## src/rtl/draw_rect_multi_pkg.sv

```systemverilog
// Shared types for the multi-rectangle overlay: rectangle config record, pixel
// stream record, commit FSM states and the 50 % channel blend helper.
package draw_rect_multi_pkg;

    localparam int RGB_W       = 12;
    localparam int VGA_CNT_W   = 11;
    // Stored coordinate width; the top-level COORD_W must not exceed it.
    localparam int CFG_COORD_W = 16;

    typedef struct packed {
        logic [CFG_COORD_W-1:0] xpos;
        logic [CFG_COORD_W-1:0] ypos;
        logic [CFG_COORD_W-1:0] w;
        logic [CFG_COORD_W-1:0] h;
        logic [RGB_W-1:0]       rgb;
        logic                   en;
        logic                   blend;
    } rect_cfg_t;

    typedef struct packed {
        logic [VGA_CNT_W-1:0] hcount;
        logic [VGA_CNT_W-1:0] vcount;
        logic                 hsync;
        logic                 vsync;
        logic                 hblnk;
        logic                 vblnk;
        logic [RGB_W-1:0]     rgb;
    } vga_sig_t;

    typedef enum logic {
        CMT_IDLE    = 1'b0,
        CMT_PENDING = 1'b1
    } commit_state_e;

    function automatic logic [RGB_W-1:0] blend_rgb(input logic [RGB_W-1:0] fg,
                                                   input logic [RGB_W-1:0] bg);
        logic [4:0]       sum;
        logic [RGB_W-1:0] res;
        res = '0;
        for (int c = 0; c < 3; c++) begin
            sum = {1'b0, fg[c*4 +: 4]} + {1'b0, bg[c*4 +: 4]};
            res[c*4 +: 4] = sum[4:1];
        end
        return res;
    endfunction

endpackage

```

## src/rtl/vga_bus.sv

```systemverilog
// VGA timing/colour stream passed between drawing stages.
interface vga_bus;
    logic [draw_rect_multi_pkg::VGA_CNT_W-1:0] hcount;
    logic [draw_rect_multi_pkg::VGA_CNT_W-1:0] vcount;
    logic                                      hsync;
    logic                                      vsync;
    logic                                      hblnk;
    logic                                      vblnk;
    logic [draw_rect_multi_pkg::RGB_W-1:0]     rgb;

    modport IN  (input  hcount, vcount, hsync, vsync, hblnk, vblnk, rgb);
    modport OUT (output hcount, vcount, hsync, vsync, hblnk, vblnk, rgb);
endinterface

```

## src/rtl/draw_rect_multi_rect_hit.sv

```systemverilog
// Combinational point-in-rectangle test; sums carry one extra bit so a
// rectangle running past the coordinate range never wraps to low counts.
module rect_hit
    import draw_rect_multi_pkg::*;
(
    input  rect_cfg_t            cfg_i,
    input  logic [VGA_CNT_W-1:0] hcount_i,
    input  logic [VGA_CNT_W-1:0] vcount_i,
    output logic                 hit_o
);

    logic [CFG_COORD_W:0] x0, x1, y0, y1, hc, vc;
    logic                 unused_cfg;

    assign x0 = {1'b0, cfg_i.xpos};
    assign y0 = {1'b0, cfg_i.ypos};
    assign x1 = x0 + {1'b0, cfg_i.w};
    assign y1 = y0 + {1'b0, cfg_i.h};
    assign hc = {{(CFG_COORD_W + 1 - VGA_CNT_W){1'b0}}, hcount_i};
    assign vc = {{(CFG_COORD_W + 1 - VGA_CNT_W){1'b0}}, vcount_i};

    assign hit_o = cfg_i.en && (|cfg_i.w) && (|cfg_i.h)
                && (hc >= x0) && (hc < x1)
                && (vc >= y0) && (vc < y1);

    assign unused_cfg = ^{cfg_i.rgb, cfg_i.blend};

endmodule

```

## src/rtl/draw_rect_multi.sv

```systemverilog
// Overlays N_RECT rectangles on a vga_bus stream with a 2-cycle pipeline; scene
// updates commit at vblank start. Optional 50 % blending: DRAW_RECT_BLEND_EN.
module draw_rect_multi
    import draw_rect_multi_pkg::*;
#(
    parameter  int N_RECT  = 4,
    parameter  int COORD_W = 11,
    localparam int IDX_W   = (N_RECT > 1) ? $clog2(N_RECT) : 1
) (
    input  logic               clk,
    input  logic               rst_n,
    vga_bus.IN                 bus_in,
    vga_bus.OUT                bus_out,
    input  logic               cfg_valid,
    output logic               cfg_ready,
    input  logic [IDX_W-1:0]   cfg_idx,
    input  logic [COORD_W-1:0] cfg_xpos,
    input  logic [COORD_W-1:0] cfg_ypos,
    input  logic [COORD_W-1:0] cfg_w,
    input  logic [COORD_W-1:0] cfg_h,
    input  logic [RGB_W-1:0]   cfg_rgb,
    input  logic               cfg_en,
    input  logic               cfg_blend,
    input  logic               commit,
    output logic               commit_pending
);

    rect_cfg_t        shadow_q [N_RECT];
    rect_cfg_t        active_q [N_RECT];
    rect_cfg_t        wr_cfg;
    commit_state_e    state_q, state_d;
    logic             vblnk_prev_q, apply_edge, wr_en;
    logic [N_RECT-1:0] hit, hit_q;
    vga_sig_t         bus_in_sig, s1_q, s2_d, s2_q;
    logic             win_found;
    logic [RGB_W-1:0] win_rgb;

    assign bus_in_sig     = {bus_in.hcount, bus_in.vcount, bus_in.hsync, bus_in.vsync,
                             bus_in.hblnk, bus_in.vblnk, bus_in.rgb};
    assign apply_edge     = bus_in.vblnk && !vblnk_prev_q;
    assign commit_pending = (state_q == CMT_PENDING);
    assign cfg_ready      = !commit_pending;
    assign wr_en          = cfg_valid && cfg_ready && (int'(cfg_idx) < N_RECT);

    // NOTE: every field gets a default before any conditional update, so no latch is inferred.
    always_comb begin
        wr_cfg      = '0;
        wr_cfg.xpos = CFG_COORD_W'(cfg_xpos);
        wr_cfg.ypos = CFG_COORD_W'(cfg_ypos);
        wr_cfg.w    = CFG_COORD_W'(cfg_w);
        wr_cfg.h    = CFG_COORD_W'(cfg_h);
        wr_cfg.rgb  = cfg_rgb;
        wr_cfg.en   = cfg_en;
`ifdef DRAW_RECT_BLEND_EN
        wr_cfg.blend = cfg_blend;
`endif
    end

`ifndef DRAW_RECT_BLEND_EN
    logic unused_blend;
    assign unused_blend = cfg_blend;
`endif

    always_ff @(posedge clk or negedge rst_n) begin
        if (!rst_n) state_q <= CMT_IDLE;
        else        state_q <= state_d;
    end

    // A commit arriving on the vblank edge itself only arms; it applies next frame.
    always_comb begin
        state_d = state_q;
        case (state_q)
            CMT_IDLE:    if (commit)     state_d = CMT_PENDING;
            CMT_PENDING: if (apply_edge) state_d = CMT_IDLE;
            default:                     state_d = CMT_IDLE;
        endcase
    end

    // NOTE: both banks are reset explicitly so a mid-frame reset leaves every rectangle disabled.
    always_ff @(posedge clk or negedge rst_n) begin
        if (!rst_n) begin
            for (int i = 0; i < N_RECT; i++) begin
                shadow_q[i] <= '0;
                active_q[i] <= '0;
            end
            vblnk_prev_q <= 1'b0;
        end else begin
            vblnk_prev_q <= bus_in.vblnk;
            if (wr_en)                        shadow_q[cfg_idx] <= wr_cfg;
            if (commit_pending && apply_edge) active_q <= shadow_q;
        end
    end

    for (genvar g = 0; g < N_RECT; g++) begin : g_hit
        rect_hit u_hit (
            .cfg_i    (active_q[g]),
            .hcount_i (bus_in.hcount),
            .vcount_i (bus_in.vcount),
            .hit_o    (hit[g])
        );
    end

    always_comb begin
        win_found = 1'b0;
        win_rgb   = '0;
        s2_d      = s1_q;
        // Scan downwards so the lowest-index hit is the one left standing.
        for (int i = N_RECT - 1; i >= 0; i--) begin
            if (hit_q[i]) begin
                win_found = 1'b1;
`ifdef DRAW_RECT_BLEND_EN
                win_rgb   = active_q[i].blend ? blend_rgb(active_q[i].rgb, s1_q.rgb)
                                              : active_q[i].rgb;
`else
                win_rgb   = active_q[i].rgb;
`endif
            end
        end
        if (win_found && !s1_q.hblnk && !s1_q.vblnk) s2_d.rgb = win_rgb;
    end

    always_ff @(posedge clk or negedge rst_n) begin
        if (!rst_n) begin
            s1_q  <= '0;
            hit_q <= '0;
            s2_q  <= '0;
        end else begin
            s1_q  <= bus_in_sig;
            hit_q <= hit;
            s2_q  <= s2_d;
        end
    end

    assign bus_out.hcount = s2_q.hcount;
    assign bus_out.vcount = s2_q.vcount;
    assign bus_out.hsync  = s2_q.hsync;
    assign bus_out.vsync  = s2_q.vsync;
    assign bus_out.hblnk  = s2_q.hblnk;
    assign bus_out.vblnk  = s2_q.vblnk;
    assign bus_out.rgb    = s2_q.rgb;

endmodule
```

## src/flat_wrapper.sv

```systemverilog
// flat-port wrapper written by rule: the top's interface ports become plain ports
module draw_rect_multi_flat import draw_rect_multi_pkg::*;
#(
    parameter  int N_RECT  = 4,
    parameter  int COORD_W = 11,
    localparam int IDX_W   = (N_RECT > 1) ? $clog2(N_RECT) : 1
)
  (clk, rst_n, cfg_valid, cfg_ready, cfg_idx, cfg_xpos, cfg_ypos, cfg_w, cfg_h, cfg_rgb, cfg_en, cfg_blend, commit, commit_pending, bus_in_hcount, bus_in_vcount, bus_in_hsync, bus_in_vsync, bus_in_hblnk, bus_in_vblnk, bus_in_rgb, bus_out_hcount, bus_out_vcount, bus_out_hsync, bus_out_vsync, bus_out_hblnk, bus_out_vblnk, bus_out_rgb);
  vga_bus bus_in_i ();
  vga_bus bus_out_i ();
  input  logic clk;
  input  logic rst_n;
  input  logic cfg_valid;
  output logic cfg_ready;
  input  logic [IDX_W-1:0] cfg_idx;
  input  logic [COORD_W-1:0] cfg_xpos;
  input  logic [COORD_W-1:0] cfg_ypos;
  input  logic [COORD_W-1:0] cfg_w;
  input  logic [COORD_W-1:0] cfg_h;
  input  logic [RGB_W-1:0] cfg_rgb;
  input  logic cfg_en;
  input  logic cfg_blend;
  input  logic commit;
  output logic commit_pending;
  input wire logic [$bits(bus_in_i.hcount)-1:0] bus_in_hcount;
  input wire logic [$bits(bus_in_i.vcount)-1:0] bus_in_vcount;
  input wire logic [$bits(bus_in_i.hsync)-1:0] bus_in_hsync;
  input wire logic [$bits(bus_in_i.vsync)-1:0] bus_in_vsync;
  input wire logic [$bits(bus_in_i.hblnk)-1:0] bus_in_hblnk;
  input wire logic [$bits(bus_in_i.vblnk)-1:0] bus_in_vblnk;
  input wire logic [$bits(bus_in_i.rgb)-1:0] bus_in_rgb;
  output wire logic [$bits(bus_out_i.hcount)-1:0] bus_out_hcount;
  output wire logic [$bits(bus_out_i.vcount)-1:0] bus_out_vcount;
  output wire logic [$bits(bus_out_i.hsync)-1:0] bus_out_hsync;
  output wire logic [$bits(bus_out_i.vsync)-1:0] bus_out_vsync;
  output wire logic [$bits(bus_out_i.hblnk)-1:0] bus_out_hblnk;
  output wire logic [$bits(bus_out_i.vblnk)-1:0] bus_out_vblnk;
  output wire logic [$bits(bus_out_i.rgb)-1:0] bus_out_rgb;
  assign bus_in_i.hcount = bus_in_hcount;
  assign bus_in_i.vcount = bus_in_vcount;
  assign bus_in_i.hsync = bus_in_hsync;
  assign bus_in_i.vsync = bus_in_vsync;
  assign bus_in_i.hblnk = bus_in_hblnk;
  assign bus_in_i.vblnk = bus_in_vblnk;
  assign bus_in_i.rgb = bus_in_rgb;
  assign bus_out_hcount = bus_out_i.hcount;
  assign bus_out_vcount = bus_out_i.vcount;
  assign bus_out_hsync = bus_out_i.hsync;
  assign bus_out_vsync = bus_out_i.vsync;
  assign bus_out_hblnk = bus_out_i.hblnk;
  assign bus_out_vblnk = bus_out_i.vblnk;
  assign bus_out_rgb = bus_out_i.rgb;
  draw_rect_multi #(.N_RECT(N_RECT), .COORD_W(COORD_W)) u_core (.clk(clk), .rst_n(rst_n), .bus_in(bus_in_i), .bus_out(bus_out_i), .cfg_valid(cfg_valid), .cfg_ready(cfg_ready), .cfg_idx(cfg_idx), .cfg_xpos(cfg_xpos), .cfg_ypos(cfg_ypos), .cfg_w(cfg_w), .cfg_h(cfg_h), .cfg_rgb(cfg_rgb), .cfg_en(cfg_en), .cfg_blend(cfg_blend), .commit(commit), .commit_pending(commit_pending));
endmodule
```

## config.mk

```make
export PLATFORM = sky130hd
export DESIGN_NAME = draw_rect_multi_flat
export DESIGN_NICKNAME = d
export VERILOG_FILES = /design/src/rtl/draw_rect_multi_pkg.sv /design/src/rtl/vga_bus.sv /design/src/rtl/draw_rect_multi_rect_hit.sv /design/src/rtl/draw_rect_multi.sv /design/src/flat_wrapper.sv
export SDC_FILE = /design/constraint.sdc
export NUM_CORES = 1
export LEC_CHECK = 0
export ABC_AREA = 1
export CORE_ASPECT_RATIO = 0.8
export CORE_MARGIN = 5
export CORE_UTILIZATION = 40
export CTS_CLUSTER_DIAMETER = 30
export DETAILED_ROUTE_END_ITERATION = 6
export HOLD_SLACK_MARGIN = 0.03
export PLACE_DENSITY = 0.56
export SYNTH_ARGS = -nofsm -noshare
export SYNTH_HDL_FRONTEND = slang
export SYNTH_SLANG_ARGS = --single-unit
```

## constraint.sdc

```tcl
create_clock -name clk -period 2.7 [get_ports clk]
set_input_delay 0.405 -clock clk [delete_from_list [all_inputs] [get_ports clk]]
set_output_delay 0.405 -clock clk [all_outputs]
set_load 0.05 [all_outputs]
```

==> metrics.md, run 1 <==
| Metric | Value |
|---|---|
| CP Max Fanout | 3 |
| # diodes | 0 |
| Placed cells | 4287 |
| GR Overflow Total | 0 |
| Leakage | around 18 nW |
| Setup Crit Path Kind | reg2reg |
| Vias per inst | 5.02 |
| Max-cap violation count | 0 |
| Tcrit/Tclk final | 98.6% |
| Starting DRT DRC Count | 1627 |
| CTS Buffer Depth | 3 |
| Top cells by count, synth | nand2_1 (1055), dfrtp_1 (537), o21ai_0 (337) |
| CTS root buf | clkbuf_16 |
| Final hold violations | 0 |
| NumNets Final | around 3900 |
| Layout cells sized above 1 | 12.9% |
| Total clock sinks | around 540 |
| Worst path slowest cell | fa_2 |
| Clk pin slew, worst setup/hold paths | 50 ps |
| Clk Latency, worst-skew pair | 660 ps |
| Dpl hpwl | 56.8 mm |
| CTS tree | yes |
| Final ANT Viol Nets | 0 |
| # setup viols final | 0 |
| Setup ws final | 36.9 ps |
| Fmax | about 380 MHz |
| CTS HTree Levels | 3 |
| Initial antenna violation count | 3 |
| Required @ worst endpoint | between 3000 and 4000 ps |
| Worst Setup End Kind | flip-flop |
| Post-synthesis instance total | 3171 |
| Die area | 0.0735 mm2 |
| Max incr delay on CP | 390 ps |
| Gr usage total | 21.7% |
| Die height | about 240 um |
| Post-synth ARST share | 100% |
| Global-route wire length before repair | 125 mm |
| Die X-Extent | between 300 and 400 um |
| Least-Margin Pin Slew | 751 ps |
| Vias | 22600 |
| Final GP Congestion | 0.858 |
| Hold Path Class | in2reg |
| DP Worst Slack | -161 ps |
| Non-filler instance count after layout | 4505 |
| Layout area overhead | 30.2% |
| YS warnings | 0 |
| Clock skew after layout | around 25 ps |
| Slew Limit Fails | 0 |
| Top cells by area, synth | dfrtp_1 (49%), nand2_1 (15%), ha_1 (12%), o21ai_0 (6.2%), inv_1 (3.9%) |
| Synth area leader | dfrtp_1 |
| Number of enable flip-flop cells after synthesis | 0 |
| CP Cell Sequence | ha_1, inv_1, fa_2, inv_2, a21oi_1, nor2_1, nor2_1, xor2_1, ha_1, nand2_1, o21a_1, nand2_1, nand2_1, a21oi_2, buf_6, nor2_1 |
| DR WL/cell | 17.8 um |
| Sequential share of the synthesized area | about half |
| Top-count cell post-synth | nand2_1 |
| Util after Layout | about 53% |
| Yosys reg bits | 537 |
| VDD IR max | 536 uV |
| Sum of routed wire length over all layers | 80.0 mm |
| Startpoint types | flip-flop |
| Initial core utilization | 40.4% |
| Rows | 85 |
| Status | complete, but fails checks |
| Vias in the first global route | 22500 |
| Synth Cell Area | about 0.027 mm2 |
| # IOs | roughly 140 |
| RSZ-0062 raised after global routing | yes |
| Mapped Nets | 3537 |
| Placed cell area | 0.0311 mm2 |
| Max-slew headroom | 49.9% |
| Cell variety after synth | 32 |
| PwrDens | 1040 mW/mm2 |
| # port buffers | 140 |
| Design area | 0.0355 mm2 |
| Synthesized area per cell | 8.59 um2 |
| Shortest period the worst path allows | approximately 2700 ps |
| Drt drc | 1 |
| Fillers | between 6000 and 7000 |
| First-pass detailed-route iteration total | 7 |
| Core Box Area | 0.0674 mm2 |
| Most used DFF post-synth | dfrtp_1 |
| Largest net degree at the start of global routing | 115 |
| Crit path DAT | 3210 ps |
| Top cell type's share of synthesized area | 49.3% |
| Failing checks | design-rule violations |
| Number of CTS-inserted buffers | 108 |
[per-layer routing]
metal  vias up  GRT usage (%)  wire length (um)
met5         -              0                 0
met4         0           5.59              1730
met3       130           4.69              5310
met2       594           31.4             33400
met1     10900           32.9             39600
li1      11000              -                 -
[per-stage QoR]
| stage | total power [mW] | TNS, ps | hold slack [ps] |
|---|---|---|---|
| 6_report | 36.9 | 0 | 197 |
| 5_1_grt | 39.5 | -425 | 160 |
| 4_1_cts | 36.7 | 0 | 151 |
| 3_5_place_dp | 22.4 | -330 | 335 |
| 3_3_place_gp | 22.0 | -154 | 332 |
| 2_1_floorplan | 18.5 | 0 | 109 |
[worst paths after layout]
check                                     from                       end  slack [ps]  cells after the start
max reg2reg                u_core.active_q[14]           u_core.hit_q[3]          40                     16
max                        u_core.active_q[14]           u_core.hit_q[3]          40                     16
min                               bus_in_hblnk           u_core.s1_q[13]         200                      1
max in group asynchronous                rst_n      u_core.active_q[239]        1470                      4
min reg2reg                    u_core.s1_q[30]  u_core.bus_out.hcount[3]         330                      0
min in group asynchronous                rst_n  u_core.bus_out.hcount[6]         310                      2
[layout make-up]
type                    instances  area [um2]  share of cell area (%)
multi-input cells            2243       12700                    35.8
inverters                     284        1070                    3.01
repair buffers                326        3280                    9.25
clock buffers                 131        2930                    8.26
well taps                     913        1140                    3.22
clock inverters                71         935                    2.63
flip-flops and latches        537       13400                    37.9
[flip-flops by register name, summed over array words and instances (netlist names)]
name / count
u_core.bus_out.hblnk: 1
u_core.bus_out.rgb: 12
u_core.bus_out.vblnk: 1
u_core.bus_out.hsync: 1
u_core.bus_out.vsync: 1
u_core.bus_out.hcount: 11
u_core.vblnk_prev_q: 1
u_core.bus_out.vcount: 11
u_core.shadow_q: 228
u_core.s1_q: 37
u_core.commit_pending: 1
u_core.hit_q: 4
u_core.active_q: 228
[where the power goes]
group / switching [mW] / internal [mW]
clock: 4.66 / 9.32
combinational: 6.47 / 4.87
sequential: 1.50 / 10.1
total: 12.6 / 24.3
[placed cells by master, fill, tap and decap left out, types with 24 or more instances in the layout]
master | Yosys | final
nand2_1 | 1055 | 1052
dfrtp_1 | 537 | 536
o21ai_0 | 337 | 325
inv_1 | 282 | 276
ha_1 | 256 | 242
buf_4 | 0 | 146
clkdlybuf4s50_1 | 0 | 139
nor2_1 | 143 | 138
a21oi_1 | 136 | 117
clkbuf_16 | 0 | 109
nand3_1 | 84 | 81
xor2_1 | 44 | 44
buf_12 | 0 | 38
nor3_1 | 35 | 26
o21ai_1 | 16 | 24
[critical path: cells and delay by family (launching register included)]
kind            cells  cell delay, ps
fa+ha+maj           3             900
compound gates      3             440
xor+xnor            1             150
buf+inv             3             280
flops               1             380
simple gates        6             410
[repair_timing]
action                     4_1_cts  5_1_grt
pin swaps                        0       18
setup endpoints to repair        3        4
buffers inserted                 0       15
hold buffers                     1        0
hold endpoints to repair        47        0
gates resized for setup         14       78
[cells by family after synthesis]
family,Yosys count,share of synthesized area (%)
AO/OA/AOI/OAI,571,11.2
buffers and inverters,391,5.69
AND/OR/NAND/NOR,1341,19.3
XOR/XNOR,67,2.15
adder cells (fa/ha/maj),264,12.3
flip-flops,537,49.3
Power figures use the tool's default switching activity.
==> run 2: changes to the inputs <==
--- a/config.mk
+++ b/config.mk
@@ -13,6 +13,7 @@
 export DETAILED_ROUTE_END_ITERATION = 6
 export HOLD_SLACK_MARGIN = 0.03
 export PLACE_DENSITY = 0.56
+export SKIP_CTS_REPAIR_TIMING = 1
 export SYNTH_ARGS = -nofsm -noshare
 export SYNTH_HDL_FRONTEND = slang
 export SYNTH_SLANG_ARGS = --single-unit
==> run 2 against run 1 <==
  * Flip-flop and latch count did not move
  * Worst hold slack barely moved
  * Sequential power barely moved
  * Highest routed layer unchanged
  * The flow finishes with violations (negative setup slack)
  * Combinational power barely moved
  * Register-to-register slack got worse by 50 ps
  * Wire length barely moved
  * Critical path depth fell by 1
  * Clock skew fell by 1.1 ps
  * Final cell count barely moved
  * Clock-buffer cell count did not move
  * Maximum frequency fell by 1.7%
==> metrics.md, run 2 (synthesis results as in run 1) <==
| Metric | Value |
|---|---|
| CTS Buffer Depth | 3 (unchanged) |
| Max-cap violation count | 0 (unchanged) |
| # setup viols final | 1 (+1) |
| Max incr delay on CP | 430 ps (+40 ps) |
| Placed cell area | 0.0311 mm2 (unchanged) |
| Worst Setup End Kind | flip-flop |
| Leakage | 17.8 nW (about the same) |
| PwrDens | 1040 mW/mm2 (about the same) |
| Status | complete, but fails checks |
| Pwr Total | 36.9 mW (about the same) |
| Drt drc | 0 (-1) |
| Fillers | 6260 (+0.26%) |
| Initial core utilization | 40.4% (unchanged) |
| Sum of routed wire length over all layers | 80.1 mm (about the same) |
| Final ANT Viol Nets | 0 (unchanged) |
| Largest regs | u_core.active_q (228), u_core.shadow_q (228), u_core.s1_q (37) |
| CP Cell Sequence | ha_2, inv_2, fa_2, o31ai_4, xnor2_1, ha_1, nand3_1, o21bai_1, nand2_1, nand2_1, nand2_1, nand2_1, a21oi_2, buf_4, nor2_2 |
| VDD IR max | 536 uV (about the same) |
| Vias in the first global route | 22500 (-0.16%) |
| CTS tree | yes |
| RSZ-0062 raised after global routing | yes |
| Clk pin slew, worst setup/hold paths | 50 ps (about the same) |
| Hold Path Class | in2reg |
| Rows | 85 (unchanged) |
| Clk Latency, worst-skew pair | 660 ps (about the same) |
| Initial antenna violation count | 3 (unchanged) |
| CTS root buf | clkbuf_16 |
| Core Box Area | 0.0674 mm2 (unchanged) |
| Bufs and invs on worst path | 2 (-1) |
| Setup TNS | -8.52 ps (-8.52 ps) |
| DP Worst Slack | -161 ps (unchanged) |
| Global-route wire length before repair | 125 mm (-0.13%) |
| Total clock sinks | 537 (unchanged) |
| # IOs | 142 (unchanged) |
| CP Max Fanout | 3 (unchanged) |
| Die height | 243 um (unchanged) |
| R2R depth | 15 (-1) |
| Setup ws final | -8.52 ps (-45.4 ps) |
| Placed cells | 4287 (unchanged) |
| First-pass detailed-route iteration total | 6 (-1) |
| Max-slew headroom | 49.9% (about the same) |
| Critical Path Most Common Cell | nand2_1 |
| Layout area overhead | 30.1% |
| Gr usage total | 21.6% (-0.027 points) |
| Final GP Congestion | 0.858 (unchanged) |
| Vias per inst | 5.03 (+0.21%) |
| R2r startpoint | u_core.active_q[280] |
| NumNets Final | 3865 (-0.026%) |
| Reg-to-reg setup timing slack | -9 ps (-50 ps) |
| Commonest non-fill, non-tap cell in the layout | nand2_1 |
| DR WL/cell | 17.8 um (about the same) |
| Die X-Extent | 302 um (unchanged) |
| Dpl hpwl | 56.8 mm (unchanged) |
| Clock skew after layout | 24.1 ps (-1.11 ps) |
| Most frequent cells in the layout | nand2_1 (1050), dfrtp_1 (536), o21ai_0 (325), inv_1 (277), ha_1 (243) |
| Least-Margin Pin Slew | 752 ps (+0.258 ps) |
| Number of CTS-inserted buffers | 108 (unchanged) |
| Hold Path Cell Cnt | 1 (unchanged) |
| Worst path depth | 15 (-1) |
| CTS HTree Levels | 3 (unchanged) |
| Die area | 0.0735 mm2 (unchanged) |
| Startpoint types | flip-flop |
| Setup Crit Path Kind | reg2reg |
| Failing checks | negative setup slack |
| Shortest period the worst path allows | 2710 ps (+45.4 ps) |
| HP Start | bus_in_hblnk |
| Crit path DAT | 3260 ps (+50 ps) |
| Layout cells sized above 1 | 12.7% (-0.19 points) |
| # diodes | 0 (unchanged) |
| Slew Limit Fails | 0 (unchanged) |
| Vias | 22700 (+0.19%) |
| Tcrit/Tclk final | 100% (+1.7 points) |
| Starting DRT DRC Count | 1669 (+2.6%) |
| Final hold violations | 0 (unchanged) |
| Crit path max-delay family | adder cells |
| Fmax | 369 MHz (-1.7%) |
| Worst path slowest cell | fa_2 |
| GR Overflow Total | 0 (unchanged) |
| Design area | 0.0355 mm2 (-0.10%) |
| Non-filler instance count after layout | 4504 (-0.022%) |
| Critical path launch point | u_core.active_q[280] |
| Largest net degree at the start of global routing | 115 (unchanged) |
| # port buffers | 140 (unchanged) |
| Required @ worst endpoint | 3250 ps (about the same) |
## run 2: cell count changes in the layout (fill, tap and decap cells not counted), sizes merged
cell  previous run  this run
buf            186       185
## run 2: layout make-up
cell class	count	area, um2	area share, %
Clock inverter	71	935	2.64
Inverter	284	1070	3.01
Clock buffer	131	2930	8.26
Multi-Input combinational cell	2243	12700	35.7
Sequential cell	537	13400	37.9
Tap cell	913	1140	3.22
Timing Repair Buffer	325	3280	9.24
## run 2: through the flow
step | hold slack [ps] | util (%)
after floorplan | 109 | -
after global placement | 332 | 46.1
after detailed placement | 335 | 46.1
after CTS | -301 | 51.9
after global routing | 160 | 52.6
final | 197 | 52.6
## run 2: power breakdown
part	internal [mW]	switching (mW)
clock network	9.32	4.66
logic	4.86	6.48
registers	10.1	1.50
## run 2: worst paths after layout
| path | to |
|---|---|
| setup reg to reg | u_core.hit_q[0] |
| max in group asynchronous | u_core.active_q[239] |
| hold reg to reg | u_core.bus_out.hcount[3] |
| setup / recovery | u_core.hit_q[0] |
| min in group asynchronous | u_core.bus_out.hcount[6] |
| hold / removal | u_core.s1_q[13] |
## run 2: routing by layer
| metal | vias to the layer above | GRT usage, % | part of all wire (%) |
|---|---|---|---|
| met2 | 583 | 31.4 | 42 |
| met1 | 11000 | 33.0 | 50 |
| met4 | 0 | 5.42 | 2.1 |
| li1 | 11000 | - | - |
| met5 | - | 0 | 0 |
| met3 | 128 | 4.56 | 6.4 |
==> run 3: changes to the inputs <==
--- a/config.mk
+++ b/config.mk
@@ -13,6 +13,7 @@
 export DETAILED_ROUTE_END_ITERATION = 6
 export HOLD_SLACK_MARGIN = 0.03
 export PLACE_DENSITY = 0.56
+export SETUP_SLACK_MARGIN = 0.4
 export SKIP_CTS_REPAIR_TIMING = 1
 export SYNTH_ARGS = -nofsm -noshare
 export SYNTH_HDL_FRONTEND = slang
==> constraint.sdc (replaced) <==
create_clock -name clk -period 2.6 [get_ports clk]
set_input_delay 0.39 -clock clk [delete_from_list [all_inputs] [get_ports clk]]
set_output_delay 0.39 -clock clk [all_outputs]
set_load 0.05 [all_outputs]
==> run 3 against run 2 <==
  * The run still ends with negative setup slack left
  * Via count decreased by 0.16%
  * Utilization increased by 0.29 points
  * First-iteration DRC count decreased by 3.2%
  * Design area increased by 0.54%
  * Final cell count decreased by 0.56%
==> metrics.md, run 3 (synthesis results as in run 1) <==
| Metric | Value |
|---|---|
| Status | complete, but fails checks |
| Failing checks | negative setup slack |
| VDD IR max | 628 uV (+17%) |
| Largest regs | u_core.active_q (228), u_core.shadow_q (228), u_core.s1_q (37) |
| # diodes | 0 (unchanged) |
| Startpoint types | flip-flop |
| Worst Setup End Kind | flip-flop |
| Final hold violations | 0 (unchanged) |
| Max-slew headroom | 53.9% (+4.0 points) |
| Final ANT Viol Nets | 0 (unchanged) |
| Dpl hpwl | 55.5 mm (-2.4%) |
| Fmax | 375 MHz (+1.7%) |
| Commonest non-fill, non-tap cell in the layout | nand2_1 |
| DR WL/cell | 17.7 um (-0.22%) |
| Vias per inst | 5.05 (+0.39%) |
| Clk pin slew, worst setup/hold paths | 50 ps (about the same) |
| CTS root buf | clkbuf_16 |
| Vias | 22600 (-0.16%) |
| Met3 wire length | 4.43 mm (-14%) |
| Rows | 85 (unchanged) |
| Highest metal layer with signal wires | met4 |
| CTS tree | yes |
| Final GP Congestion | 0.935 (+8.9%) |
| Layout cells sized above 1 | 13.2% (+0.57 points) |
| Largest net degree at the start of global routing | 115 (unchanged) |
| Required @ worst endpoint | 3140 ps (-110 ps) |
| RSZ-0062 raised after global routing | yes |
| GR Overflow Total | 0 (unchanged) |
| NumNets Final | 3834 (-0.80%) |
| Setup Crit Path Kind | reg2reg |
| Starting DRT DRC Count | 1615 (-3.2%) |
| Die X-Extent | 302 um (unchanged) |
| Util after Layout | 52.9% (+0.29 points) |
| CTS Buffer Depth | 3 (unchanged) |
| Critical path launch point | u_core.active_q[18] |
| Worst setup endpoint | u_core.hit_q[3] |
| # setup viols final | 3 (+2) |
| Setup TNS | -152 ps (-144 ps) |
| Hold Path Class | in2reg |
| PwrDens | 1090 mW/mm2 (+5.0%) |
| Shortest period the worst path allows | 2660 ps (-44.5 ps) |
| Die height | 243 um (unchanged) |
| # port buffers | 140 (unchanged) |
| Fillers | 6195 (-1.0%) |
| R2R depth | 15 (unchanged) |
| Number of CTS-inserted buffers | 113 (+4.6%) |
| Leakage | 17.9 nW (+0.83%) |
| Initial core utilization | 40.4% (unchanged) |
| Final hold slack | 163 ps (-33.2 ps) |
| # IOs | 142 (unchanged) |
| WL met2 | 33.9 mm (+1.6%) |
| DP Worst Slack | -127 ps (+34.3 ps) |
| Slew Limit Fails | 0 (unchanged) |
| Worst path slowest cell | dfrtp_1 |
| Core Box Area | 0.0674 mm2 (unchanged) |
| Max incr delay on CP | 460 ps (+30 ps) |
| Initial antenna violation count | 2 (-1) |
| Vias in the first global route | 22900 (+2.2%) |
| Crit path max-delay family | compound AO/OA/AOI/OAI gates |
| Worst path depth | 15 (unchanged) |
| Max-cap violation count | 0 (unchanged) |
| Global-route wire length before repair | 126 mm (+0.66%) |
| Most frequent cells in the layout | nand2_1 (1046), dfrtp_1 (534), o21ai_0 (326), inv_1 (275), ha_1 (226) |
| R2r startpoint | u_core.active_q[18] |
| CTS HTree Levels | 3 (unchanged) |
| Crit path DAT | 3210 ps (-50 ps) |
| Drt drc | 0 (unchanged) |
| Gr usage total | 21.6% (-0.025 points) |
| First-pass detailed-route iteration total | 5 (-1) |
| Setup ws final | -64.0 ps (-55.5 ps) |
| FF-to-FF End | u_core.hit_q[3] |
| Tcrit/Tclk final | 102% (+2.1 points) |
| Clock skew after layout | 25.5 ps (+1.40 ps) |
| Placed cell area | 0.0312 mm2 (+0.23%) |
| Bufs and invs on worst path | 1 (-1) |
| Sum of routed wire length over all layers | 79.5 mm (-0.77%) |
| Clk Latency, worst-skew pair | 660 ps (about the same) |
| CP Cell Sequence | ha_4, nand2_1, o21ai_2, a21oi_2, nor2_1, nor2_1, xor2_1, ha_1, nand2_1, o21a_1, nand2_1, nand2_1, a21oi_2, buf_4, nor2_1 |
| Wire length on met1 | 39.6 mm (-0.79%) |
| Layout area overhead | 30.8% |
| Critical Path Most Common Cell | nand2_1 |
| Reg-to-reg setup timing slack | -60 ps (-60 ps) |
| Design area | 0.0357 mm2 (+0.54%) |
| CP Max Fanout | 4 (+1) |
| Least-Margin Pin Slew | 692 ps (-59.6 ps) |
| Die area | 0.0735 mm2 (unchanged) |
| Total clock sinks | 537 (unchanged) |
-- run 3: changes by cell type in the layout (fill, tap and decap cells not counted), sizes merged, moves of 3 or more --
cell,change
clkdlybuf4s50,-30
buf,-36
dlymetal6s2s,+30
clkinv,+3
clkinvlp,+5
clkbuf,+4
-- run 3: worst min path at each step --
stage                                from                         to  slack (ps)  cells past startpoint
after global routing        bus_in_rgb[9]             u_core.s1_q[9]         140                      1
after floorplan                     rst_n       u_core.active_q[100]          90                      0
after global placement    u_core.s1_q[22]   u_core.bus_out.vcount[6]         330                      0
final                       bus_in_rgb[4]             u_core.s1_q[4]         160                      1
after detailed placement  u_core.s1_q[37]  u_core.bus_out.hcount[10]         330                      0
after CTS                           rst_n   u_core.bus_out.hcount[7]        -330                      1
-- run 3: worst register-to-register path, cell delays in order, from the launching register on --
cell,delay (ps)
dfrtp_1,460
ha_4,330
nand2_1,120
o21ai_2,230
a21oi_2,60
nor2_1,90
nor2_1,60
xor2_1,140
ha_1,300
nand2_1,80
o21a_1,180
nand2_1,60
nand2_1,60
a21oi_2,190
buf_4,180
nor2_1,50
-- run 3: area by class of cell --
class	instances	area, um2	share of cell area [%]
sequential	537	13400	37.7
multi-input combinational	2243	13000	36.4
clock buffer	135	3090	8.68
timing repair buffer	289	3010	8.43
tap	913	1140	3.20
inverter	284	1070	3.00
clock inverter	78	928	2.60
-- run 3: where the power goes --
group	internal, mW	switching, mW
logic	5.12	6.85
clock network	9.94	5.04
registers	10.5	1.55
-- run 3: per-stage QoR --
step	std cells	power (mW)
4_1_cts	4464	38.8
3_3_place_gp	4251	23.2
2_1_floorplan	3171	19.6
6_report	4479	39.0
5_1_grt	4479	41.7
3_5_place_dp	4251	23.6
-- run 3: metal layers --
metal / vias up / global-route usage [%]
met2: 583 / 32.5
met4: 0 / 5.21
met1: 11000 / 32.7
met5: - / 0
met3: 134 / 3.52
li1: 10900 / -
